## src/rtl/mem_pkg.sv

```systemverilog
// Shared types and constants for the memory-stage access unit.
package mem_pkg;

    typedef enum logic [1:0] {
        MEM_BYTE = 2'd0,
        MEM_HALF = 2'd1,
        MEM_WORD = 2'd2,
        MEM_RSVD = 2'd3
    } mem_size_e;

    typedef enum logic [1:0] {
        IDLE = 2'd0,
        WAIT = 2'd1,
        DONE = 2'd2
    } mau_state_e;

    localparam logic [31:0] DEV_BASE_DEFAULT = 32'h0000_7F00;

    // Device transaction payload latched at request time.
    typedef struct packed {
        logic        we;
        logic [31:0] addr;
        logic [3:0]  be;
        logic [31:0] wdata;
    } dev_req_t;

endpackage

```

## src/rtl/lane_ctrl.sv

```systemverilog
// Combinational lane logic: misalignment, byte enables, write replication
// and read lane selection for byte/half/word accesses.
module lane_ctrl
    import mem_pkg::*;
(
    input  logic [1:0]  size_i,
    input  logic [1:0]  addr_lo_i,
    input  logic [31:0] wdata_i,
    input  logic [31:0] rdata_i,
    output logic        misaligned_o,
    output logic [3:0]  be_o,
    output logic [31:0] wdata_o,
    output logic [15:0] rdata_h_o,
    output logic [7:0]  rdata_b_o
);

    always_comb begin
        misaligned_o = 1'b0;
        be_o         = 4'b1111;
        wdata_o      = wdata_i;
        case (mem_size_e'(size_i))
            MEM_BYTE: begin
                be_o    = 4'b0001 << addr_lo_i;
                wdata_o = {4{wdata_i[7:0]}};
            end
            MEM_HALF: begin
                misaligned_o = addr_lo_i[0];
                be_o         = addr_lo_i[1] ? 4'b1100 : 4'b0011;
                wdata_o      = {2{wdata_i[15:0]}};
            end
            // Reserved size code behaves as a word access.
            default: begin
                misaligned_o = |addr_lo_i;
            end
        endcase
    end

    always_comb begin
        rdata_h_o = addr_lo_i[1] ? rdata_i[31:16] : rdata_i[15:0];
        case (addr_lo_i)
            2'd0:    rdata_b_o = rdata_i[7:0];
            2'd1:    rdata_b_o = rdata_i[15:8];
            2'd2:    rdata_b_o = rdata_i[23:16];
            default: rdata_b_o = rdata_i[31:24];
        endcase
    end

endmodule

```

## src/rtl/mem_access_unit.sv

```systemverilog
// Memory-stage access unit: internal data memory lanes plus a req/ack device
// bus FSM that stalls the pipeline. Define MEM_ACCESS_STATS_EN for counters.
module mem_access_unit
    import mem_pkg::*;
#(
    parameter logic [31:0] DEV_BASE = DEV_BASE_DEFAULT,
    parameter int unsigned TIMEOUT  = 16
) (
    input  logic        clk,
    input  logic        reset,
    input  logic        MemReadM,
    input  logic        MemWriteM,
    input  logic [1:0]  MemSizeM,
    input  logic [31:0] AddrM,
    input  logic [31:0] WriteDataM,
    input  logic        InterruptRequest,
    input  logic [31:0] DMRData,
    output logic        DMWE,
    output logic [3:0]  DMBE,
    output logic [31:0] DMWData,
    output logic        DevReq,
    output logic        DevWE,
    output logic [31:0] DevAddr,
    output logic [3:0]  DevBE,
    output logic [31:0] DevWData,
    input  logic        DevAck,
    input  logic [31:0] DevRData,
    output logic [31:0] CPURD,
    output logic [15:0] ReadDataHM,
    output logic [7:0]  ReadDataBM,
    output logic        StallM,
    output logic        AdELM,
    output logic        AdESM,
`ifdef MEM_ACCESS_STATS_EN
    output logic [31:0] DevAccessCount,
    output logic [31:0] StallCycleCount,
`endif
    output logic        BusErrM
);

    localparam int unsigned CNT_W = $clog2(TIMEOUT);

    logic        misaligned;
    logic        aligned;
    logic        is_dev;
    logic        devacc;
    logic [3:0]  be;
    logic [31:0] wdata_rep;

    mau_state_e       state_q, state_d;
    logic             req_q, req_d;
    dev_req_t         pay_q, pay_d;
    logic [31:0]      cpurd_q, cpurd_d;
    logic [CNT_W-1:0] cnt_q, cnt_d;
    logic             err_q, err_d;
    logic             stall_c;
    logic             start_c;

    lane_ctrl u_lane_ctrl (
        .size_i       (MemSizeM),
        .addr_lo_i    (AddrM[1:0]),
        .wdata_i      (WriteDataM),
        .rdata_i      (DMRData),
        .misaligned_o (misaligned),
        .be_o         (be),
        .wdata_o      (wdata_rep),
        .rdata_h_o    (ReadDataHM),
        .rdata_b_o    (ReadDataBM)
    );

    assign aligned = ~misaligned;
    assign is_dev  = (AddrM >= DEV_BASE);
    assign devacc  = (MemReadM | MemWriteM) & aligned & is_dev;

    assign AdELM   = MemReadM & misaligned;
    assign AdESM   = MemWriteM & misaligned;
    assign DMWE    = MemWriteM & aligned & ~is_dev & ~InterruptRequest;
    assign DMBE    = be;
    assign DMWData = wdata_rep;

    always_ff @(posedge clk or posedge reset) begin
        if (reset) begin
            state_q <= IDLE;
            req_q   <= 1'b0;
            pay_q   <= '0;
            cpurd_q <= '0;
            cnt_q   <= '0;
            err_q   <= 1'b0;
        end else begin
            state_q <= state_d;
            req_q   <= req_d;
            pay_q   <= pay_d;
            cpurd_q <= cpurd_d;
            cnt_q   <= cnt_d;
            err_q   <= err_d;
        end
    end

    always_comb begin
        state_d = state_q;
        req_d   = req_q;
        pay_d   = pay_q;
        cpurd_d = cpurd_q;
        cnt_d   = cnt_q;
        err_d   = err_q;
        stall_c = 1'b0;
        start_c = 1'b0;
        case (state_q)
            IDLE: begin
                cnt_d = '0;
                if (devacc && !InterruptRequest) begin
                    start_c = 1'b1;
                    stall_c = 1'b1;
                    req_d   = 1'b1;
                    pay_d   = '{we: MemWriteM, addr: AddrM, be: be, wdata: wdata_rep};
                    state_d = WAIT;
                end
            end
            WAIT: begin
                // Interrupts are not honoured here: the bus transaction must finish.
                stall_c = 1'b1;
                cnt_d   = cnt_q + CNT_W'(1);
                if (DevAck) begin
                    if (!pay_q.we) begin
                        cpurd_d = DevRData;
                    end
                    req_d   = 1'b0;
                    state_d = DONE;
                end else if (cnt_q == CNT_W'(TIMEOUT - 1)) begin
                    req_d   = 1'b0;
                    cpurd_d = '0;
                    err_d   = 1'b1;
                    state_d = DONE;
                end
            end
            DONE: begin
                err_d   = 1'b0;
                state_d = IDLE;
            end
            default: begin
                req_d   = 1'b0;
                state_d = IDLE;
            end
        endcase
    end

    assign StallM   = stall_c;
    assign BusErrM  = (state_q == DONE) & err_q;
    assign DevReq   = req_q;
    assign DevWE    = pay_q.we;
    assign DevAddr  = pay_q.addr;
    assign DevBE    = pay_q.be;
    assign DevWData = pay_q.wdata;
    assign CPURD    = cpurd_q;

`ifdef MEM_ACCESS_STATS_EN
    logic [31:0] dev_cnt_q;
    logic [31:0] stall_cnt_q;

    always_ff @(posedge clk or posedge reset) begin
        if (reset) begin
            dev_cnt_q   <= '0;
            stall_cnt_q <= '0;
        end else begin
            if (start_c) begin
                dev_cnt_q <= dev_cnt_q + 32'd1;
            end
            if (stall_c) begin
                stall_cnt_q <= stall_cnt_q + 32'd1;
            end
        end
    end

    assign DevAccessCount  = dev_cnt_q;
    assign StallCycleCount = stall_cnt_q;
`else
    logic unused_start;
    assign unused_start = start_c;
`endif

endmodule

```

## config.mk

```make
export PLATFORM = sky130hd
export DESIGN_NAME = mem_access_unit
export DESIGN_NICKNAME = d
export VERILOG_FILES = /design/src/rtl/mem_pkg.sv /design/src/rtl/lane_ctrl.sv /design/src/rtl/mem_access_unit.sv
export SDC_FILE = /design/constraint.sdc
export NUM_CORES = 1
export LEC_CHECK = 0
export BUFFER_PORTS_ARGS = -buffer_cell sky130_fd_sc_hd__buf_2
export CORE_AREA = 2 2 116 118
export CTS_BUF_LIST = sky130_fd_sc_hd__clkbuf_16
export CTS_CLUSTER_DIAMETER = 40
export DETAILED_ROUTE_END_ITERATION = 6
export DIE_AREA = 0 0 118 120
export PLACE_DENSITY = 0.79
export REMOVE_ABC_BUFFERS = 1
export SLEW_MARGIN = 20
export SYNTH_ARGS = -nofsm -noshare
export SYNTH_HDL_FRONTEND = slang
export SYNTH_SLANG_ARGS = --single-unit
```

## constraint.sdc

```tcl
create_clock -name clk -period 6.6 [get_ports clk]
set_clock_uncertainty 0.2 [all_clocks]
set_input_delay 0.66 -clock clk [delete_from_list [all_inputs] [get_ports clk]]
set_output_delay 0.66 -clock clk [all_outputs]
set_load 0.01 [all_outputs]
```

==> run summary, run 1 <==
share of cells above drive strength 1: 0.6056
drt initial violations: 148
chip height: 120 µm
CP max FO: 37
Die Footprint: 0.01416 mm²
Cell Rows: 42
Setup WS pre-CTS: 2414 ps
relative slew slack: 0.4847
CTS Sinks: 109
Worst VDD drop: 0.0002018 V
CP required: 6630 ps
Post-Syn Instances: 432
first-pass GRT wire length: 22280 µm
R2R Path End: DevBE[2]$_DFFE_PP0P_
R2R Setup Slk: 4340 ps
worst r2r path cells: 4
CTS tree: yes
Horiz. Die Dim: 118 µm
most frequent cells in the layout: buf_2 (302), dfrtp_1 (109), mux2_2 (109)
Area Overhead vs Synth: 37.33%
vias post-DR: 4325
max-cap violations: 0
Critical Path Start Type: input pin
Initial Util: 0.3910
Max Fclk: 317.6 MHz
synth warn: 0
Mapped Area: 0.005075 mm²
num ports: 303
port bufs: 302
largest net degree at the start of global routing: 65
setup bufs post-CTS: 0
leakage power: 3.596 nW
Synth cell types: 32
routed len/inst: 16.22 µm
Worst-Skew Late Latency: 350 ps
EDFF count, synth: 0
register area share after synthesis: 0.5375
vias in the first global route: 4307
commonest non-fill, non-tap cell in the layout: buf_2
R2R Path Start: state_q[1]$_DFFE_PP0P_
Antenna Nets Post-Route: 0
Synth async-reset ratio: 1.000
main flop type after synthesis: dfrtp_1
CTS Root Cell: clkbuf_16
Critical Path Sink Type: flip-flop
Min-Delay Path Class: input pin to asynchronous set/reset pin
hold buffer count at CTS: 0
Final nets: 852
worst-case clock buffer depth: 2
n_diodes: 0
final hold viol count: 0
Reg clk slew, reported paths: 80 ps
Syn Area/Cell: 11.75 µm²
total CTS buffers: 9
DRT Pass-1 Iters: 5
H-tree lvl count: 3
post-route setup slack: 3452 ps
gr usage total: 0.2021
P per Cell Area: 337.1 mW/mm²
Worst Tran Pin Value: 764.9 ps
fillcell total: 1178
Placer Congestion: 0.8084
final wirelength: 14530 µm
Setup crit end: DevBE[2]$_DFFE_PP0P_
Setup-failing EPs final: 0
final slew viol count: 0
CP arrival: 3180 ps
Setup Crit Path Kind: input pin to flip-flop
register bit total from synthesis: 109
DRC: 0
Final min period: 3148 ps
Worst Setup SP: AddrM[16]
via/cell ratio: 4.827
DP Wirelength: 11300 µm
TNS Setup: 0 ps
post-cts resize count: 0
Tcrit/Tclk final: 0.4770
initial antenna violation count: 0
GR Overflow Total: 0
outcome: completed
RSZ-0062 raised after global routing: no
core area: 0.01298 mm²
-- state kept, by name, summed over array words and instances (netlist names), 2 cells and up --
name,cells
DevBE,4
CPURD,32
cnt_q,4
state_q,2
DevWData,32
DevAddr,32
-- worst min path at each step --
stage | startpoint | end | slack, ps | cells after the start
after floorplan | err_q$_DFFE_PP0P_ | err_q$_DFFE_PP0P_ | 270 | 2
after global placement | CPURD[22]$_DFFE_PP0P_ | CPURD[22]$_DFFE_PP0P_ | 260 | 2
after detailed placement | CPURD[28]$_DFFE_PP0P_ | CPURD[28]$_DFFE_PP0P_ | 270 | 2
after CTS | reset | DevAddr[2]$_DFFE_PP0P_ | 210 | 2
after global routing | reset | DevAddr[16]$_DFFE_PP0P_ | 240 | 2
final | reset | DevAddr[2]$_DFFE_PP0P_ | 190 | 2
-- synth_stat cells (3+ instances only) --
cell type | n | area share
a21oi_1 | 3 | 0.0030
and3_1 | 4 | 0.0049
buf_2 | 4 | 0.0039
buf_4 | 8 | 0.012
buf_6 | 7 | 0.016
clkbuf_1 | 14 | 0.010
dfrtp_1 | 109 | 0.54
inv_1 | 3 | 0.0022
mux2_2 | 109 | 0.24
mux2i_1 | 8 | 0.016
nand2_1 | 80 | 0.059
nand3_1 | 3 | 0.0030
nor2_1 | 4 | 0.0030
nor2b_1 | 3 | 0.0037
nor3_1 | 5 | 0.0049
nor4_1 | 3 | 0.0037
o21ai_0 | 47 | 0.046
o21bai_1 | 4 | 0.0059
-- area by class of cell --
cell class,count,area (µm²),share of cell area
flip-flops and latches,109,2728,0.3914
multi-input cells,286,2132,0.3059
repair buffers,306,1562,0.2241
clock buffers,9,225.2,0.03232
well taps,176,220.2,0.03160
clock inverters,7,88.84,0.01275
inverters,3,13.76,0.001975
-- logic make-up after synthesis --
family / Yosys count / synth area share
fa+ha+maj: 1 / 0.002465
buf+inv: 37 / 0.04463
mux: 117 / 0.2576
simple gates: 106 / 0.08802
compound gates: 62 / 0.06978
flops: 109 / 0.5375
-- metrics by stage --
stage | power (mW) | area (µm²) | hold slack [ps] | std cells | utilization
6_report | 2.349 | 6969 | 194.4 | 896 | 0.5369
5_1_grt | 2.495 | 6969 | 240.8 | 896 | 0.5369
4_1_cts | 2.375 | 6942 | 208.7 | 895 | 0.5348
3_5_place_dp | 1.800 | 6628 | 265.8 | 879 | 0.5106
3_3_place_gp | 1.772 | 6628 | 256.0 | 879 | 0.5106
2_1_floorplan | 1.403 | 4860 | 268.2 | 398 | -
-- power breakdown --
part	internal (mW)	leakage (nW)	switching, mW
Combinational	0.372	2.11	0.396
Sequential	0.895	1.34	0.121
Clock	0.305	0.152	0.262
-- layer usage --
layer	up-vias	routed length [µm]	track usage	part of all wire
met5	-	0	0	0
met4	0	421	0.08886	0.029
met3	20	1158	0.06036	0.080
met2	195	7489	0.3645	0.52
met1	2050	5461	0.2197	0.38
li1	2060	-	-	-
-- worst max-delay path: stages --
cell	delay (ps)
buf_2	110
nor4_1	460
o211ai_1	340
o211ai_4	650
buf_4	540
mux2_2	390
(Power assumes the default switching activity.)
==> run 2, diff against run 1 <==
- ABC_AREA: default -> 1
- CORE_AREA: 2 2 116 118 -> 2 2 117 119
- DIE_AREA: 0 0 118 120 -> 0 0 119 121
- PLACE_DENSITY: 0.79 -> 0.81
- clock period: 6.6 -> 2.6 ns (I/O delays scaled with it)
==> run summary, run 2 <==
Placer Congestion: 0.8902 (was 0.8084)
GR Overflow Total: 0 (unchanged)
R2R Path End: CPURD[12]$_DFFE_PP0P_ (was DevBE[2]$_DFFE_PP0P_)
most frequent cell after synthesis: nand2_1
crit-path leading delay family: buffers and inverters (was compound AO/OA/AOI/OAI gates)
CP max FO: 3 (was 37)
Die Footprint: 0.01440 mm² (was 0.01416 mm²)
final hold viol count: 0 (unchanged)
final wirelength: 17380 µm (was 14530 µm)
gr usage total: 0.2392 (was 0.2021)
Crit path buffers/inverters: 3 (was 2)
P per Cell Area: 859.6 mW/mm² (was 337.1 mW/mm²)
fillcell total: 1163 (was 1178)
num ports: 303 (unchanged)
Hold WS: 27.80 ps (was 194.4 ps)
drt initial violations: 390 (was 148)
vias post-DR: 5666 (was 4325)
Reg clk slew, reported paths: 80 ps (about the same)
post-place instance area: 0.006691 mm² (was 0.006628 mm²)
Worst VDD drop: 0.0004391 V (was 0.0002018 V)
Worst-Skew Late Latency: 330 ps (was 350 ps)
Cell Rows: 42 (unchanged)
via/cell ratio: 4.726 (was 4.827)
port bufs: 302 (unchanged)
Synth async-reset ratio: 1.000 (unchanged)
CTS Root Cell: clkbuf_16 (unchanged)
CP arrival: 1990 ps (was 3180 ps)
final instance area: 0.007656 mm² (was 0.006969 mm²)
Final nets: 1153 (was 852)
DP Wirelength: 12280 µm (was 11300 µm)
EDFF count, synth: 0 (unchanged)
register bit total from synthesis: 109 (unchanged)
fin util: 0.5851 (was 0.5369)
R2R Setup Slk: 640 ps (was 4340 ps)
H-tree lvl count: 3 (unchanged)
hold endpoint: DevWData[5]$_DFFE_PP0P_
main flop type after synthesis: dfrtp_1 (unchanged)
Yosys top cell area share: 0.5322 (was 0.5375)
Setup Crit Path Kind: input pin to output pin (was input pin to flip-flop)
placed instance count: 1116 (was 879)
Post-Syn Instances: 670 (was 432)
worst r2r path cells: 8 (was 4)
CTS tree: yes (unchanged)
Max Fclk: 408.4 MHz
Area Overhead vs Synth: 49.39% (was 37.33%)
most frequent cells in the layout: nand2_1 (344), buf_2 (302), dfrtp_1 (109) (was buf_2 (302), dfrtp_1 (109), mux2_2 (109))
hold depth: 3
relative slew slack: 0.6998 (was 0.4847)
largest cells by area after synthesis: dfrtp_1 (53%), nand2_1 (25%), nor2_1 (4.0%) (was dfrtp_1 (54%), mux2_2 (24%), nand2_1 (5.9%))
DRT Pass-1 Iters: 5 (unchanged)
worst-case clock buffer depth: 2 (unchanged)
share of cells above drive strength 1: 0.3310 (was 0.6056)
DRC: 0 (unchanged)
chip height: 121 µm (was 120 µm)
Syn Area/Cell: 7.649 µm² (was 11.75 µm²)
Initial Util: 0.3917 (was 0.3910)
list of most frequent post-synthesis cells: nand2_1 (344), dfrtp_1 (109), nor2_1 (54) (was dfrtp_1 (109), mux2_2 (109), nand2_1 (80))
vias in the first global route: 5528 (was 4307)
Mapped Area: 0.005125 mm² (was 0.005075 mm²)
Critical Path Start Type: input pin (unchanged)
Synth cell types: 28 (was 32)
total CTS buffers: 9 (unchanged)
synth warn: 0 (unchanged)
critical path's slowest cell: dlygate4sd3_1 (was o211ai_4)
initial antenna violation count: 2 (was 0)
commonest non-fill, non-tap cell in the layout: nand2_1 (was buf_2)
outcome: completed (unchanged)
first-pass GRT wire length: 27450 µm (was 22280 µm)
largest net degree at the start of global routing: 80 (was 65)
Min-Delay Path Class: input pin to flip-flop (was input pin to asynchronous set/reset pin)
R2R Path Start: cnt_q[0]$_DFFE_PP0P_ (was state_q[1]$_DFFE_PP0P_)
max-cap violations: 0 (unchanged)
Antenna Nets Post-Route: 0 (unchanged)
routed len/inst: 14.50 µm (was 16.22 µm)
CTS Sinks: 109 (unchanged)
register area share after synthesis: 0.5322 (was 0.5375)
Tcrit/Tclk final: 0.9416
Final Non-Filler Cells: 1199 (was 896)
Critical Path Sink Type: output pin (was flip-flop)
HP Start: WriteDataM[5]
Setup-failing EPs final: 0 (unchanged)
final slew viol count: 0 (unchanged)
Final min period: 2448 ps
RSZ-0062 raised after global routing: no (unchanged)
core area: 0.01309 mm² (was 0.01298 mm²)
CP required: 2140 ps (was 6630 ps)
critical-path cell list: dlygate4sd3_1 -> buf_2 -> nor2_1 -> nand3_1 -> nor2_1 -> nand3_1 -> nor4_1 -> buf_2 (was buf_2 -> nor4_1 -> o211ai_1 -> o211ai_4 -> buf_4 -> mux2_2)
Worst Tran Pin Value: 449.8 ps (was 764.9 ps)
Synth area leader: dfrtp_1 (unchanged)
CP max stage delay: 550 ps (was 650 ps)
leakage power: 4.352 nW (was 3.596 nW)
Horiz. Die Dim: 119 µm (was 118 µm)
-- run 2: changes by cell type in the layout (fill, tap and decap cells not counted), moves of 18 or more --
cell,change
nand2_1,+264
o21ai_0,-29
a21oi_1,+33
dlygate4sd3_1,+65
nor2_1,+50
inv_1,+18
mux2_2,-109
-- run 2: layer usage --
metal / track usage / vias up / part of all wire
met5: 0 / - / 0.00075
met4: 0.09821 / 2 / 0.029
met3: 0.07002 / 32 / 0.085
met2: 0.4231 / 265 / 0.50
met1: 0.2704 / 2593 / 0.38
li1: - / 2774 / -
-- run 2: worst min-delay path, stage by stage --
cell and delay (ps):
buf_2 120, inv_1 60, o21ai_0 80
-- run 2: worst max path at each step --
stage | startpoint | cells after the start | end | slack (ps)
2_1_floorplan | reset | 1 | CPURD[0]$_DFFE_PP0P_ | -730
3_3_place_gp | AddrM[1] | 11 | DevAddr[11]$_DFFE_PP0P_ | 660
3_5_place_dp | AddrM[1] | 11 | DevWData[8]$_DFFE_PP0P_ | 590
4_1_cts | AddrM[15] | 8 | DMWE | 190
5_1_grt | AddrM[15] | 8 | DMWE | 60
6_report | AddrM[15] | 8 | DMWE | 150
-- run 2: cell type report --
cell class / instances / area [µm²] / area share
flip-flops and latches: 109 / 2728 / 0.3563
repair buffers: 376 / 2267 / 0.2961
multi-input cells: 493 / 2023 / 0.2643
clock buffers: 9 / 225.2 / 0.02942
well taps: 176 / 220.2 / 0.02876
inverters: 27 / 103.9 / 0.01356
clock inverters: 7 / 83.83 / 0.01095
diodes: 2 / 5.005 / 0.0006537
-- run 2: per-stage QoR --
stage | setup TNS (ps) | setup slack (ps) | power, mW
2_1_floorplan | -80000 | -733.9 | 3.904
3_3_place_gp | 0 | 659.7 | 5.045
3_5_place_dp | 0 | 592.2 | 5.117
4_1_cts | 0 | 187.6 | 6.612
5_1_grt | 0 | 58.83 | 7.042
6_report | 0 | 151.7 | 6.581
-- run 2: cell families after synthesis --
| logic type | synth area share |
|---|---|
| DFF | 0.5322 |
| buffers and inverters | 0.07446 |
| adders and majority gates | 0.002441 |
| AOI/OAI and AO/OA | 0.07105 |
| and+or+nand+nor | 0.3198 |
-- run 2: what timing repair did --
action,CTS,global route
buffers inserted,0,0
endpoints found under the hold margin,89,0
gates resized for setup,0,0
hold buffers,65,0
-- run 2: power by group --
group / switching, mW / internal [mW] / leakage (nW)
clock network: 0.644 / 0.762 / 0.148
registers: 0.400 / 2.37 / 1.34
logic: 1.38 / 1.02 / 2.87
==> run 3, diff against run 2 <==
- CORE_AREA: 2 2 117 119 -> default
- CORE_ASPECT_RATIO: default -> 1.4
- CORE_UTILIZATION: default -> 30
- DIE_AREA: 0 0 119 121 -> default
- GPL_TIMING_DRIVEN: default -> 0
- PLACE_DENSITY: 0.81 -> 0.64
- clock period: 2.6 -> 2.35 ns (I/O delays scaled with it)
==> run summary, run 3 (synthesis results as in run 2) <==
fillcell total: 1694 (was 1163)
CTS tree: yes (unchanged)
CTS Sinks: 109 (unchanged)
via/cell ratio: 4.627 (was 4.726)
Min-Delay Path Class: input pin to flip-flop (unchanged)
Area Overhead vs Synth: 51.73% (was 49.39%)
R2R Setup Slk: 250 ps (was 640 ps)
initial antenna violation count: 1 (was 2)
routed len/inst: 15.52 µm (was 14.50 µm)
GR Overflow Total: 0 (unchanged)
vias post-DR: 5687 (was 5666)
leakage power: 4.365 nW (was 4.352 nW)
worst r2r path cells: 9 (was 8)
gr usage total: 0.2141 (was 0.2392)
DRC: 0 (unchanged)
CP arrival: 2160 ps (was 1990 ps)
HP Start: WriteDataM[23] (was WriteDataM[5])
Antenna Nets Post-Route: 0 (unchanged)
num ports: 303 (unchanged)
core area: 0.01675 mm² (was 0.01309 mm²)
Reg clk slew, reported paths: 80 ps (about the same)
max-cap violations: 0 (unchanged)
Cell Rows: 56 (was 42)
CP required: 2410 ps (was 2140 ps)
CTS Root Cell: clkbuf_16 (unchanged)
Final nets: 1157 (was 1153)
final hold viol count: 0 (unchanged)
commonest non-fill, non-tap cell in the layout: nand2_1 (unchanged)
Setup-failing EPs final: 0 (unchanged)
DRT Pass-1 Iters: 5 (unchanged)
share of cells above drive strength 1: 0.3298 (was 0.3310)
Tcrit/Tclk final: 0.8942
port bufs: 302 (unchanged)
final slew viol count: 0 (unchanged)
RSZ-0062 raised after global routing: no (unchanged)
Critical Path Sink Type: flip-flop (was output pin)
H-tree lvl count: 3 (unchanged)
CP max stage delay: 550 ps (about the same)
vias in the first global route: 5587 (was 5528)
Critical Path Start Type: input pin (unchanged)
hold depth: 5 (was 3)
Horiz. Die Dim: 112.5 µm (was 119 µm)
Worst-Skew Late Latency: 340 ps (was 330 ps)
Crit path buffers/inverters: 4 (was 3)
Max Fclk: 475.9 MHz
total CTS buffers: 9 (unchanged)
Initial Util: 0.3060 (was 0.3917)
DP Wirelength: 12580 µm (was 12280 µm)
critical path's slowest cell: nand3_2 (was dlygate4sd3_1)
final wirelength: 19070 µm (was 17380 µm)
Worst Tran Pin Value: 663.2 ps (was 449.8 ps)
chip height: 156.7 µm (was 121 µm)
R2R Path Start: cnt_q[0]$_DFFE_PP0P_ (unchanged)
relative slew slack: 0.5574 (was 0.6998)
Placer Congestion: 0.8389 (was 0.8902)
P per Cell Area: 932.8 mW/mm² (was 859.6 mW/mm²)
Setup Crit Path Kind: input pin to flip-flop (was input pin to output pin)
critical-path cell list: dlygate4sd3_1 -> buf_2 -> inv_1 -> a21oi_1 -> nand2_1 -> inv_2 -> nand3_2 -> o21ai_1 (was dlygate4sd3_1 -> buf_2 -> nor2_1 -> nand3_1 -> nor2_1 -> nand3_1 -> nor4_1 -> buf_2)
crit-path leading delay family: buffers and inverters (unchanged)
worst-case clock buffer depth: 2 (unchanged)
drt initial violations: 294 (was 390)
hold endpoint: DevWData[23]$_DFFE_PP0P_ (was DevWData[5]$_DFFE_PP0P_)
largest net degree at the start of global routing: 69 (was 80)
first-pass GRT wire length: 28770 µm (was 27450 µm)
most frequent cells in the layout: nand2_1 (344), buf_2 (302), dfrtp_1 (109) (unchanged)
outcome: completed (unchanged)
fin util: 0.4644 (was 0.5851)
Worst VDD drop: 0.0003905 V (was 0.0004391 V)
Hold WS: 17.43 ps (was 27.80 ps)
R2R Path End: CPURD[7]$_DFFE_PP0P_ (was CPURD[12]$_DFFE_PP0P_)
Final min period: 2101 ps
Die Footprint: 0.01762 mm² (was 0.01440 mm²)
CP max FO: 21 (was 3)
run 3: worst register-to-register path, cell delays in order, from the launching register on:
cell and delay (ps):
dfrtp_1 400, ha_1 190, inv_1 60, nor3_1 240, nand2_1 160, o21ai_4 180
buf_16 230, buf_8 190, nor2_1 50, a21oi_1 130
run 3: power by group:
group          total (mW)  switching [mW]  internal (mW)
combinational        2.72            1.57           1.15
sequential           3.04           0.412           2.62
clock                1.50           0.752          0.749
run 3: what timing repair did:
item | 4_1_cts | 5_1_grt
gates cloned | 3 | 0
resized for setup | 8 | 0
buffers inserted | 0 | 2
pin swaps | 1 | 0
hold buffers | 70 | 0
endpoints found under the setup margin | 65 | 1
endpoints found under the hold margin | 110 | 0
run 3: worst max-delay path by stage:
stage	slack, ps	start	depth (start not counted)	endpoint
final	250	MemWriteM	8	DevWData[4]$_DFFE_PP0P_
after floorplan	-960	reset	1	CPURD[0]$_DFFE_PP0P_
after global placement	-2430	reset	2	DevWData[24]$_DFFE_PP0P_
after CTS	20	AddrM[31]	8	StallM
after global routing	30	cnt_q[0]$_DFFE_PP0P_	9	CPURD[22]$_DFFE_PP0P_
after detailed placement	-1490	AddrM[1]	10	DevWData[16]$_DFFE_PP0P_
run 3: area by class of cell:
| cell class | count | area (µm²) | area share |
|---|---|---|---|
| multi-input combinational | 496 | 2073 | 0.2666 |
| clock inverter | 7 | 67.56 | 0.008689 |
| inverter | 27 | 116.4 | 0.01496 |
| tap | 203 | 254.0 | 0.03266 |
| clock buffer | 9 | 225.2 | 0.02896 |
| sequential | 109 | 2728 | 0.3508 |
| antenna | 1 | 2.502 | 0.0003218 |
| timing repair buffer | 377 | 2310 | 0.2970 |
run 3: metal layers:
metal,share of wire,global-route usage,vias to the layer above
met3,0.062,0.04299,33
li1,-,-,2775
met2,0.52,0.4052,260
met1,0.39,0.2277,2619
met5,0,0,-
met4,0.033,0.09587,0
run 3: stage by stage:
step | worst slack (ps) | setup TNS [ps] | instances | total power [mW] | cell area (µm²)
3_3_place_gp | -2434 | -372430 | 1134 | 5.551 | 6610
2_1_floorplan | -958.9 | -104970 | 629 | 4.319 | 4845
6_report | 248.6 | 0 | 1229 | 7.253 | 7776
4_1_cts | 21.14 | 0 | 1226 | 7.321 | 7746
5_1_grt | 33.07 | 0 | 1229 | 7.767 | 7776
3_5_place_dp | -1486 | -83820 | 1137 | 5.639 | 6693
